## src/rtl/wb_scoreboard.sv

```systemverilog
// Purpose : merge pipeline write-back and buffered long-unit results onto the RF write port; track pending long writes.
// Latency : pipeline write is combinational (same cycle); a long result is written at least one cycle after acceptance.
// Backpr. : lu_ready = !full (0 in reset); decode stalls on pending hazards, or on starvation when WB_STARVE_GUARD_EN is defined.

// Small synchronous FIFO; DEPTH must be a power of two so the pointers wrap naturally.
module wb_fifo #(
  parameter int WIDTH = 37,
  parameter int DEPTH = 2
) (
  input  logic             clk,
  input  logic             rst,
  input  logic             push,
  input  logic             pop,
  input  logic [WIDTH-1:0] din,
  output logic [WIDTH-1:0] dout,
  output logic             empty,
  output logic             full
);
  localparam int AW = $clog2(DEPTH);
  localparam logic [AW:0] FULL_CNT = DEPTH[AW:0];

  logic [WIDTH-1:0] mem [DEPTH];
  logic [AW-1:0]    wr_ptr;
  logic [AW-1:0]    rd_ptr;
  logic [AW:0]      count;
  logic             do_push;
  logic             do_pop;

  assign do_push = push && !full;
  assign do_pop  = pop && !empty;
  assign empty   = (count == '0);
  assign full    = (count == FULL_CNT);
  assign dout    = mem[rd_ptr];

  // Pointer and occupancy bookkeeping.
  always_ff @(posedge clk or posedge rst) begin
    if (rst) begin
      wr_ptr <= '0;
      rd_ptr <= '0;
      count  <= '0;
    end else begin
      if (do_push) wr_ptr <= wr_ptr + 1'b1;
      if (do_pop)  rd_ptr <= rd_ptr + 1'b1;
      case ({do_push, do_pop})
        2'b10:   count <= count + 1'b1;
        2'b01:   count <= count - 1'b1;
        default: count <= count;
      endcase
    end
  end

  // Storage needs no reset: occupancy decides what is valid.
  always_ff @(posedge clk) begin
    if (do_push) mem[wr_ptr] <= din;
  end
endmodule

// Top: write-port arbiter plus per-register pending scoreboard.
module wb_scoreboard #(
  parameter int LU_DEPTH   = 2,
  parameter int STARVE_MAX = 8
) (
  input  logic        clk,
  input  logic        rst,
  input  logic        issue_valid,
  input  logic        issue_long,
  input  logic [4:0]  issue_rd,
  input  logic [4:0]  rs1_d,
  input  logic [4:0]  rs2_d,
  input  logic [4:0]  rd_d,
  input  logic        use_rs1_d,
  input  logic        use_rs2_d,
  input  logic        use_rd_d,
  output logic        stall_d,
  input  logic        reg_write_w,
  input  logic [4:0]  rd_w,
  input  logic [31:0] result_w,
  input  logic        lu_valid,
  input  logic [4:0]  lu_rd,
  input  logic [31:0] lu_data,
  output logic        lu_ready,
  output logic        rf_we,
  output logic [4:0]  rf_addr,
  output logic [31:0] rf_wd
);
  localparam int EW = 37;

  logic          pipe_win;
  logic          buf_empty;
  logic          buf_full;
  logic          buf_push;
  logic          buf_pop;
  logic          throttle;
  logic [EW-1:0] head;
  logic [4:0]    head_rd;
  logic [31:0]   head_data;
  logic [31:0]   pending;
  logic [31:0]   pending_nxt;
  logic          set_vld;
  logic          hz_rs1;
  logic          hz_rs2;
  logic          hz_rd;

  // A write to x0 is a no-op, so it never claims the port.
  assign pipe_win = !rst && reg_write_w && (rd_w != 5'd0);
  assign lu_ready = !rst && !buf_full;
  // x0 results are handshaken but dropped so they never occupy the buffer.
  assign buf_push = lu_valid && lu_ready && (lu_rd != 5'd0);
  assign buf_pop  = !rst && !pipe_win && !buf_empty;
  assign set_vld  = issue_valid && issue_long && (issue_rd != 5'd0);
  assign {head_rd, head_data} = head;

  wb_fifo #(
    .WIDTH (EW),
    .DEPTH (LU_DEPTH)
  ) u_result_buf (
    .clk   (clk),
    .rst   (rst),
    .push  (buf_push),
    .pop   (buf_pop),
    .din   ({lu_rd, lu_data}),
    .dout  (head),
    .empty (buf_empty),
    .full  (buf_full)
  );

  // Write-port mux: pipeline first, then buffer head, else idle with zeroed address/data.
  always_comb begin
    rf_we   = 1'b0;
    rf_addr = 5'd0;
    rf_wd   = 32'd0;
    if (pipe_win) begin
      rf_we   = 1'b1;
      rf_addr = rd_w;
      rf_wd   = result_w;
    end else if (buf_pop) begin
      rf_we   = 1'b1;
      rf_addr = head_rd;
      rf_wd   = head_data;
    end
  end

  // Next pending vector: the buffer's write clears, a new long issue sets, and set is applied last so it wins.
  always_comb begin
    pending_nxt = pending;
    if (buf_pop) pending_nxt[head_rd] = 1'b0;
    if (set_vld) pending_nxt[issue_rd] = 1'b1;
    pending_nxt[0] = 1'b0;
  end

  // Pending register; everything outstanding is forgotten on reset.
  always_ff @(posedge clk or posedge rst) begin
    if (rst) pending <= '0;
    else     pending <= pending_nxt;
  end

  // A used, non-zero field hazards on a pending register unless that register is being written from the buffer right now.
  function automatic logic hazard(input logic used, input logic [4:0] r, input logic [31:0] pend,
                                  input logic clr_vld, input logic [4:0] clr_rd);
    return used && (r != 5'd0) && pend[r] && !(clr_vld && (clr_rd == r));
  endfunction

`ifdef WB_STARVE_GUARD_EN
  localparam int CW = $clog2(STARVE_MAX + 1);
  localparam logic [CW-1:0] SMAX = STARVE_MAX[CW-1:0];
  logic [CW-1:0] starve_cnt;

  // Count cycles the buffer head loses the port; saturate, and restart whenever it drains or pops.
  always_ff @(posedge clk or posedge rst) begin
    if (rst) begin
      starve_cnt <= '0;
    end else if (buf_pop || buf_empty) begin
      starve_cnt <= '0;
    end else if (pipe_win && (starve_cnt != SMAX)) begin
      starve_cnt <= starve_cnt + 1'b1;
    end
  end

  assign throttle = (starve_cnt == SMAX);
`else
  assign throttle = 1'b0;
`endif

  // Decode stall: any field hazard, or the starvation throttle.
  always_comb begin
    hz_rs1  = hazard(use_rs1_d, rs1_d, pending, buf_pop, head_rd);
    hz_rs2  = hazard(use_rs2_d, rs2_d, pending, buf_pop, head_rd);
    hz_rd   = hazard(use_rd_d,  rd_d,  pending, buf_pop, head_rd);
    stall_d = hz_rs1 || hz_rs2 || hz_rd || throttle;
  end
endmodule

```

## config.mk

```make
export PLATFORM = sky130hd
export DESIGN_NAME = wb_scoreboard
export DESIGN_NICKNAME = d
export VERILOG_FILES = /design/src/rtl/wb_scoreboard.sv
export SDC_FILE = /design/constraint.sdc
export NUM_CORES = 1
export LEC_CHECK = 0
export CORE_UTILIZATION = 45
export DETAILED_ROUTE_END_ITERATION = 10
export PLACE_DENSITY = 0.84
export SYNTH_ARGS = -nofsm -noshare
export SYNTH_HDL_FRONTEND = slang
export SYNTH_SLANG_ARGS = --single-unit
```

## constraint.sdc

```tcl
create_clock -name clk -period 3.13 [get_ports clk]
set_clock_uncertainty 0.15 [all_clocks]
set_input_delay 0.626 -clock clk [delete_from_list [all_inputs] [get_ports clk]]
set_output_delay 0.626 -clock clk [all_outputs]
set_load 0.01 [all_outputs]
```

==> key figures, run 1 <==
Critical path
  – Crit. End Element: primary output
  – WP data arrival: 2.35 ns
  – Req. time, crit path: 2.35 ns
  – CP Launch Point: rd_w[4]
  – CP Capture Point: stall_d
  – CP startpoint kind: input pin
  – Kind of critical path: in -> out
  – Worst-case reg-to-reg path depth: 5
  – R2R Path Start: u_result_buf.count[0]$_DFFE_PP0P_
  – Reg-to-reg critical path endpoint: u_result_buf.mem[0][8]$_DFFE_PP_
  – R2R setup slack: 0.77 ns
  – Peak fanout along the critical path: 5

Timing
  – Final Hold Fails: 0
  – Fmax: 320 MHz
  – Slew Viols, Final: 0
  – RSZ-0062 raised after global routing: true
  – Final setup violation count: 0
  – Worst slew margin: 27.7%
  – Setup TNS: 0 ns
  – Tmin final: 3.13 ns
  – Worst-Margin Slew: 1.08 ns
  – Final period util: 99.9%

Synth
  – Seq cells post-synth: 109
  – Avg Inst Size Synth: 12.1 µm²
  – Mapped Cells: 457
  – Leading area contributor after synthesis: edfxtp_1
  – Net Count, Synth: 561
  – Area contributors post-synth: edfxtp_1 40%, dfrtp_1 16%, mux2i_1 9.8%
  – Mapped cell area: 0.00553 mm²
  – Ys Warns: 0
  – Share of Yosys cell area claimed by the top area cell type: 40.2%
  – Yosys cell types: 42
  – Seq/Total Area, Yosys: 56.0%

Clock tree
  – Clock Sinks: 109
  – H-Tree Level Count: 3
  – CTS Buffer Depth: 2
  – Worst-Skew Late Latency: 0.35 ns
  – Reg clk slew, reported paths: 0.07 ns
  – Hold-fix buffers at CTS: 0
  – CTS root buf: clkbuf_16
  – Total CTS buffers: 9
  – CTS tree: built

Floorplanning
  – Die width: 113 µm
  – Core Rows: 40
  – Die span in y: 113 µm
  – Core area: 0.0120 mm²
  – Initial core utilization: 46.0%
  – DIE AREA: 0.0127 mm²
  – Ports: 143

Pwr
  – Pwr Density: 653 mW/mm²
  – Total power: 5.04 mW
  – Maximum vdd drop: 0.318 mV
  – Leak Pwr: 2.92 nW

Routing
  – Vias: 4571
  – First-pass DRT Iterations: 5
  – Post-route ant nets: 0
  – Vias per cell: 5.86
  – Routed WL per cell: 19.1 µm
  – Final WL: 14900 µm
  – First DRT Iteration DRCs: 276
  – DRC viols: 0

Layout
  – Most frequent cells in the layout: 90 x clkdlybuf4s50_1, 74 x edfxtp_1, 59 x o21ai_0
  – Area Overhead vs Synth: 39.5%
  – Antenna cells: 0
  – NumNets Final: 732
  – Commonest non-fill, non-tap cell in the layout: clkdlybuf4s50_1
  – Share of cells above drive strength 1: 21.3%
  – Filler Cells Inserted: 887

Run
  – MaxCap Viol Count: 0

GRT
  – GRT overflow: 0
  – First-pass GRT wire length: 22900 µm
  – Vias in the first global route: 4582
  – Global-route usage over all layers: 23.8%
  – Initial antenna violation count: 0
  – Largest net degree at the start of global routing: 38

Min path
  – HP Start: u_result_buf.count[1]$_DFFE_PP0P_
  – Worst min-delay path class: reg -> reg

Outcome
  – Status: completed

Place
  – RD Place Congestion: 0.965
  – # port buffers: 142
  – HPWL Detailed: 10500 µm
[metrics by stage]
step	hold WS [ns]	std cells	cell area, µm²	utilization, %	worst slack [ns]
floorplan	0.308	457	5530	-	-0.153
global placement	0.323	759	7340	61.1	-0.676
detailed placement	0.332	759	7340	61.1	-0.742
CTS	0.344	780	7720	64.3	-0.000516
global route	0.357	780	7710	64.2	-0.0498
finish	0.343	780	7710	64.2	0.00464
[state kept, by name, summed over array words and instances, names as in the netlist]
signal               flops
u_result_buf.wr_ptr      1
u_result_buf.rd_ptr      1
u_result_buf.count       2
u_result_buf.mem        74
pending                 31
[how the worst min path moves through the flow]
stage,endpoint,cells after the start
final,u_result_buf.count[1]$_DFFE_PP0P_,1
after global routing,u_result_buf.count[1]$_DFFE_PP0P_,1
after CTS,u_result_buf.count[1]$_DFFE_PP0P_,1
after detailed placement,u_result_buf.count[1]$_DFFE_PP0P_,1
after global placement,u_result_buf.count[1]$_DFFE_PP0P_,1
after floorplan,u_result_buf.count[1]$_DFFE_PP0P_,1
[cells in the mapped netlist]
cell type,instances
o21ai_0,87
edfxtp_1,74
mux2i_1,54
nand2_1,48
dfrtp_1,35
mux4_2,16
clkbuf_1,15
o21ai_1,15
xnor2_1,15
nand3_1,9
nor2_1,9
nand3b_1,8
inv_1,6
nand4_1,6
nor2b_1,5
xor2_1,5
mux2_2,4
nor3_1,4
buf_1,3
buf_2,3
nand2b_1,3
nor3b_1,3
nor4b_1,3
or4_1,3
nand4b_1,2
o211ai_1,2
o221ai_1,2
o311ai_0,2
or3_1,2
or3b_2,2
a21oi_1,1
a311oi_1,1
a31oi_1,1
clkbuf_2,1
ha_1,1
nor4bb_1,1
o2111ai_1,1
o21a_1,1
o31a_1,1
o31ai_1,1
o41ai_1,1
or2_4,1
[routing by layer]
| layer | share of wire, % | global-route usage, % |
|---|---|---|
| met1 | 39 | 28.8 |
| met2 | 51 | 40.3 |
| met3 | 6.8 | 4.34 |
| met4 | 2.9 | 13.5 |
| met5 | 0 | 0 |
[final cells by class]
class | count | area, µm² | area share, %
multi-input combinational | 320 | 2410 | 31.3
timing repair buffer | 182 | 1720 | 22.3
tap | 147 | 184 | 2.38
clock inverter | 4 | 30.0 | 0.389
inverter | 6 | 28.8 | 0.373
clock buffer | 12 | 236 | 3.07
sequential | 109 | 3100 | 40.2
[logic make-up after synthesis]
logic type / share of synthesized area [%]
buffers and inverters: 1.99
flip-flops: 56.0
XOR/XNOR: 3.17
AND/OR/NAND/NOR: 10.2
AO/OA/AOI/OAI: 11.2
adder cells (fa/ha/maj): 0.226
multiplexers: 17.1
[repair_timing]
action | CTS | global route
gates resized for setup | 183 | 31
setup endpoints to repair | 39 | 22
gates cloned | 2 | 0
pin swaps | 7 | 2
buffers inserted | 3 | 0
[critical path, stage by stage]
cell      delay, ns
buf_6          0.09
or4_4          0.51
o21a_1         0.20
or2_4          0.31
buf_6          0.14
o41ai_4        0.20
o221ai_2       0.12
buf_2          0.15
[where the power goes]
part | internal, mW | switching [mW]
clock network | 0.545 | 0.494
logic | 0.923 | 0.962
registers | 1.86 | 0.258
Power figures use the tool's default switching activity.
==> run 2: changes to the inputs <==
- CORE_MARGIN: unset -> 2
- SETUP_SLACK_MARGIN: unset -> 0.1
- TNS_END_PERCENT: unset -> 5
==> run 2 against run 1 <==
Net effect: the flow now finishes with violations (setup timing); global-route usage up 0.20 points; register-to-register slack better by 0.04 ns; hold slack better by 0.0086 ns; flip-flop and latch count unchanged; via count up 1.5%; utilization up 0.083 points; fmax down 1.8%; non-clock buffer count up 6; final cell count up 0.64%; clock power up 9.6%; sequential power about the same; critical endpoint unchanged; largest power group unchanged.
==> key figures, run 2 (synthesis results as in run 1) <==
Timing
  – Slew Viols, Final: 0 (unchanged)
  – Worst slew margin: 27.3% (-0.41 points)
  – Final setup violation count: 1 (+1)
  – RSZ-0062 raised after global routing: true
  – Final Hold Fails: 0 (unchanged)
  – Final period util: 102% (+1.8 points)
  – Final hold slack: 0.352 ns (+0.00857 ns)
  – Worst-Margin Slew: 1.09 ns (+0.00619 ns)
  – Fmax: 314 MHz (-1.8%)
  – Tmin final: 3.18 ns (+0.0564 ns)
  – Final WS setup: -0.0518 ns (-0.0564 ns)

Layout
  – NumNets Final: 738 (+0.82%)
  – Top flop regs: u_result_buf.mem: 74 flops, pending: 31 flops, u_result_buf.count: 2 flops
  – Antenna cells: 0 (unchanged)
  – Commonest non-fill, non-tap cell in the layout: clkdlybuf4s50_1
  – Share of cells above drive strength 1: 24.1% (+2.8 points)
  – Largest register FFs: 74 (unchanged)
  – Most frequent cells in the layout: 91 x clkdlybuf4s50_1, 74 x edfxtp_1, 54 x mux2i_1
  – Register name with the most flops: u_result_buf.mem
  – Filler Cells Inserted: 892 (+0.56%)
  – Area Overhead vs Synth: 39.7%
  – Cell area after layout: 0.00772 mm² (+0.13%)

Critical path
  – CP startpoint kind: input pin
  – Crit. End Element: primary output
  – Kind of critical path: in -> out
  – WP data arrival: 2.41 ns (+0.06 ns)
  – Peak fanout along the critical path: 5 (unchanged)
  – Req. time, crit path: 2.35 ns (about the same)

Routing
  – First-pass DRT Iterations: 7 (+2)
  – Post-route ant nets: 0 (unchanged)
  – DRC viols: 0 (unchanged)
  – Top layer in use: met4
  – WL met3: 1110 µm (+9.3%)
  – Vias: 4639 (+1.5%)
  – Routed WL per cell: 20.2 µm (+6.0%)
  – WL met1: 6410 µm (+9.8%)
  – First DRT Iteration DRCs: 418 (+51%)
  – Routed wl met2: 8020 µm (+5.4%)
  – Final WL: 15900 µm (+6.7%)
  – Vias per cell: 5.91 (+0.84%)

GRT
  – Largest net degree at the start of global routing: 38 (unchanged)
  – First-pass GRT wire length: 24500 µm (+6.8%)
  – Global-route usage over all layers: 24.0% (+0.20 points)
  – Initial antenna violation count: 0 (unchanged)
  – Vias in the first global route: 4791 (+4.6%)
  – GRT overflow: 0 (unchanged)

Clock tree
  – CTS tree: built
  – H-Tree Level Count: 3 (unchanged)
  – Worst-Skew Late Latency: 0.34 ns (about the same)
  – CTS Buffer Depth: 2 (unchanged)
  – Total CTS buffers: 9 (unchanged)
  – Clock Sinks: 109 (unchanged)
  – CTS root buf: clkbuf_16
  – Reg clk slew, reported paths: 0.07 ns (about the same)
  – Hold-fix buffers at CTS: 0 (unchanged)

Place
  – Cell area after placement: 0.00736 mm² (+0.27%)
  – HPWL Detailed: 11000 µm (+4.3%)
  – RD Place Congestion: 0.941 (-2.5%)
  – # port buffers: 142 (unchanged)

Pwr
  – Total power: 5.15 mW (+2.2%)
  – Leak Pwr: 3.00 nW (+3.0%)
  – Pwr Density: 667 mW/mm² (+2.1%)
  – Maximum vdd drop: 0.310 mV (-2.3%)

Min path
  – Worst min-delay path class: reg -> reg

Floorplanning
  – Ports: 143 (unchanged)
  – Initial core utilization: 46.0% (unchanged)
  – Die span in y: 115 µm (+1.8%)
  – Core Rows: 40 (unchanged)
  – Core area: 0.0120 mm² (unchanged)
  – DIE AREA: 0.0132 mm² (+3.6%)
  – Die width: 115 µm (+1.8%)

Run
  – MaxCap Viol Count: 0 (unchanged)

Outcome
  – Status: complete, but fails checks
  – Failing checks: setup timing
## run 2: layout make-up
type                       count  area, µm²  share of cell area [%]
sequential                   109       3100                    40.1
multi-input combinational    320       2430                    31.5
timing repair buffer         188       1690                    21.8
clock buffer                   9        225                    2.92
tap                          147        184                    2.38
clock inverter                 6       68.8                   0.891
inverter                       6       26.3                   0.340
## run 2: worst max-delay path: stages
cell and delay, ns:
buf_6 0.09, or4_4 0.53, o21a_4 0.22, or2_4 0.29, buf_6 0.13, o41ai_4 0.19
o221ai_1 0.16, buf_2 0.16
## run 2: repair_timing
action | in CTS | in global routing
setup endpoints to repair | 39 | 38
pin swaps | 12 | 9
gates cloned | 3 | 0
buffers inserted | 5 | 2
gates resized for setup | 229 | 23
## run 2: worst paths after layout
kind                                              startpoint                                end  slack (ns)  cells past startpoint
max in group asynchronous                                rst    u_result_buf.rd_ptr$_DFFE_PP0P_        2.03                      3
min                        u_result_buf.count[1]$_DFFE_PP0P_  u_result_buf.count[1]$_DFFE_PP0P_        0.35                      1
min reg2reg                u_result_buf.count[1]$_DFFE_PP0P_  u_result_buf.count[1]$_DFFE_PP0P_        0.35                      1
max                                                  rd_w[4]                            stall_d       -0.05                      8
min in group asynchronous                                rst  u_result_buf.count[1]$_DFFE_PP0P_        0.47                      3
max reg2reg                u_result_buf.count[0]$_DFFE_PP0P_   u_result_buf.mem[0][8]$_DFFE_PP_        0.81                      5
## run 2: through the flow
step / utilization, % / std cells / setup slack (ns) / setup TNS [ns]
5_1_grt: 64.3 / 785 / -0.130 / -0.423
3_5_place_dp: 61.3 / 760 / -0.749 / -28.07
4_1_cts: 63.8 / 783 / -0.0297 / -0.0386
2_1_floorplan: - / 457 / -0.153 / -11.30
6_report: 64.3 / 785 / -0.0518 / -0.0518
3_3_place_gp: 61.3 / 760 / -0.703 / -22.78
## run 2: power by group
group | leakage (nW) | internal [mW] | switching, mW | total [mW]
clock | 0.144 | 0.624 | 0.511 | 1.14
sequential | 1.12 | 1.86 | 0.267 | 2.12
combinational | 1.74 | 0.912 | 0.980 | 1.89
total | 3.00 | 3.39 | 1.76 | 5.15
## run 2: routing by layer
metal	vias up	GRT usage, %
met4	0	9.32
met1	2252	30.9
met3	36	4.43
met2	249	40.6
li1	2102	-
met5	-	0
==> run 3: changes to the inputs <==
- CORE_ASPECT_RATIO: unset -> 1.4
==> run 3 against run 2 <==
Net effect: the flow still finishes with violations (setup timing); power grew 3.3%; utilization is 1.9 points higher; critical endpoint unchanged; hold slack better by 0.053 ns; clock power increased by 12%.
==> key figures, run 3 (synthesis results as in run 1) <==
Floorplanning
  – DIE AREA: 0.0132 mm² (about the same)
  – Ports: 143 (unchanged)
  – Core Rows: 47 (+18%)
  – Die span in y: 135 µm (+18%)
  – Core area: 0.0119 mm² (-1.1%)
  – Initial core utilization: 46.5% (+0.51 points)
  – Die width: 97.7 µm (-15%)

Min path
  – Worst min-delay path class: reg -> reg

Pwr
  – Pwr Density: 677 mW/mm² (+1.4%)
  – Maximum vdd drop: 0.407 mV (+31%)
  – Leak Pwr: 3.05 nW (+1.5%)

Layout
  – Top flop regs: u_result_buf.mem: 74 flops, pending: 31 flops, u_result_buf.count: 2 flops
  – Register name with the most flops: u_result_buf.mem
  – Largest register FFs: 74 (unchanged)
  – NumNets Final: 739 (+0.14%)
  – Finished Layout Cells: 787 (+0.25%)
  – Antenna cells: 0 (unchanged)
  – Most frequent cells in the layout: 89 x clkdlybuf4s50_1, 74 x edfxtp_1, 53 x mux2i_1
  – Core occupancy in the finished layout: 66.2% (+1.9 points)
  – Commonest non-fill, non-tap cell in the layout: clkdlybuf4s50_1
  – Share of cells above drive strength 1: 26.3% (+2.1 points)
  – Area Overhead vs Synth: 42.2%

Timing
  – RSZ-0062 raised after global routing: true
  – Final setup violation count: 1 (unchanged)
  – Final period util: 101% (-0.52 points)
  – Fmax: 316 MHz (+0.51%)
  – Final WS setup: -0.0356 ns (+0.0161 ns)
  – Final hold slack: 0.405 ns (+0.0525 ns)
  – Slew Viols, Final: 0 (unchanged)
  – Final Hold Fails: 0 (unchanged)
  – Tmin final: 3.17 ns (-0.0161 ns)
  – Worst slew margin: 27.7% (+0.44 points)
  – Worst-Margin Slew: 1.08 ns (-0.00653 ns)

Routing
  – Vias per cell: 5.84 (-1.1%)
  – DRC viols: 0 (unchanged)
  – First DRT Iteration DRCs: 284 (-32%)
  – Vias: 4599 (-0.86%)
  – First-pass DRT Iterations: 4 (-3)
  – Final WL: 15700 µm (-1.0%)
  – Post-route ant nets: 0 (unchanged)
  – Routed WL per cell: 20.0 µm (-1.3%)

Critical path
  – CP startpoint kind: input pin
  – WP data arrival: 2.39 ns (-0.02 ns)
  – R2R setup slack: 0.71 ns (-0.10 ns)
  – Kind of critical path: in -> out
  – CP Capture Point: stall_d
  – R2R Path Start: u_result_buf.count[0]$_DFFE_PP0P_
  – Reg-to-reg critical path endpoint: pending[15]$_DFF_PP0_
  – Worst-case reg-to-reg path depth: 7 (+2)
  – Req. time, crit path: 2.35 ns (about the same)
  – CP Launch Point: rd_w[2]
  – Peak fanout along the critical path: 6 (+1)
  – Crit. End Element: primary output

GRT
  – Global-route usage over all layers: 23.7% (-0.29 points)
  – GRT overflow: 0 (unchanged)
  – First-pass GRT wire length: 24600 µm (+0.40%)
  – Largest net degree at the start of global routing: 38 (unchanged)
  – Vias in the first global route: 4822 (+0.65%)
  – Initial antenna violation count: 0 (unchanged)

Outcome
  – Status: complete, but fails checks
  – Failing checks: setup timing

Clock tree
  – Clock Sinks: 109 (unchanged)
  – Total CTS buffers: 9 (unchanged)
  – Reg clk slew, reported paths: 0.06 ns (about the same)
  – CTS Buffer Depth: 2 (unchanged)
  – Hold-fix buffers at CTS: 0 (unchanged)
  – CTS tree: built
  – H-Tree Level Count: 3 (unchanged)
  – Worst-Skew Late Latency: 0.34 ns (about the same)
  – CTS root buf: clkbuf_16

Place
  – Placed insts: 764 (+0.53%)
  – HPWL Detailed: 11100 µm (+1.3%)
  – # port buffers: 142 (unchanged)
  – RD Place Congestion: 0.912 (-3.1%)

Run
  – MaxCap Viol Count: 0 (unchanged)
==> run 3: layer usage <==
| layer | wire, µm | global-route usage [%] | share of wire, % |
|---|---|---|---|
| met1 | 5680 | 26.6 | 36 |
| met5 | 0 | 0 | 0 |
| met2 | 8380 | 42.4 | 53 |
| met4 | 549 | 12.3 | 3.5 |
| met3 | 1110 | 5.06 | 7.1 |
==> run 3: critical path, cell delays in order <==
cell and delay, ns:
clkdlybuf4s15_1 0.20, or4_4 0.43, o21a_1 0.20, or2_4 0.34, inv_2 0.10, nand4_1 0.11, o2111ai_2 0.10, o221ai_1 0.12
buf_2 0.16
==> run 3: stage by stage <==
stage / setup slack, ns / power [mW] / TNS, ns / instance area [µm²]
final: -0.0356 / 5.32 / -0.0356 / 7860
after global placement: -0.703 / 3.87 / -23.95 / 7390
after detailed placement: -0.706 / 3.95 / -25.27 / 7390
after CTS: 0.0242 / 5.26 / 0 / 7810
after global routing: -0.0738 / 5.57 / -0.110 / 7860
after floorplan: -0.153 / 3.12 / -11.30 / 5530
==> run 3: how the worst min path moves through the flow <==
| stage | startpoint | endpoint | slack (ns) | cells past startpoint |
|---|---|---|---|---|
| floorplan | u_result_buf.count[1]$_DFFE_PP0P_ | u_result_buf.count[1]$_DFFE_PP0P_ | 0.31 | 1 |
| global placement | u_result_buf.count[1]$_DFFE_PP0P_ | u_result_buf.count[1]$_DFFE_PP0P_ | 0.33 | 1 |
| detailed placement | u_result_buf.count[1]$_DFFE_PP0P_ | u_result_buf.count[1]$_DFFE_PP0P_ | 0.34 | 1 |
| CTS | u_result_buf.count[1]$_DFFE_PP0P_ | u_result_buf.count[1]$_DFFE_PP0P_ | 0.40 | 1 |
| global route | u_result_buf.wr_ptr$_DFFE_PP0P_ | u_result_buf.wr_ptr$_DFFE_PP0P_ | 0.43 | 1 |
| finish | pending[7]$_DFF_PP0_ | pending[7]$_DFF_PP0_ | 0.40 | 2 |
==> run 3: power breakdown <==
| part | total, mW | internal (mW) | switching, mW |
|---|---|---|---|
| clock network | 1.28 | 0.782 | 0.499 |
| logic | 1.93 | 0.940 | 0.994 |
| registers | 2.10 | 1.86 | 0.248 |
==> run 3: timing repair <==
action	4_1_cts	5_1_grt
resized for setup	220	54
setup buffers	4	0
hold endpoints to repair	0	0
gates cloned	3	0
pin swaps	8	22
setup endpoints to repair	39	37
==> run 3: area by class of cell <==
| class | count | area [µm²] |
|---|---|---|
| Timing Repair Buffer | 189 | 1710 |
| Inverter | 6 | 26.3 |
| Sequential cell | 109 | 3100 |
| Tap cell | 147 | 184 |
| Clock inverter | 6 | 111 |
| Clock buffer | 10 | 229 |
| Multi-Input combinational cell | 320 | 2500 |
| Fill cell | 871 | 4020 |
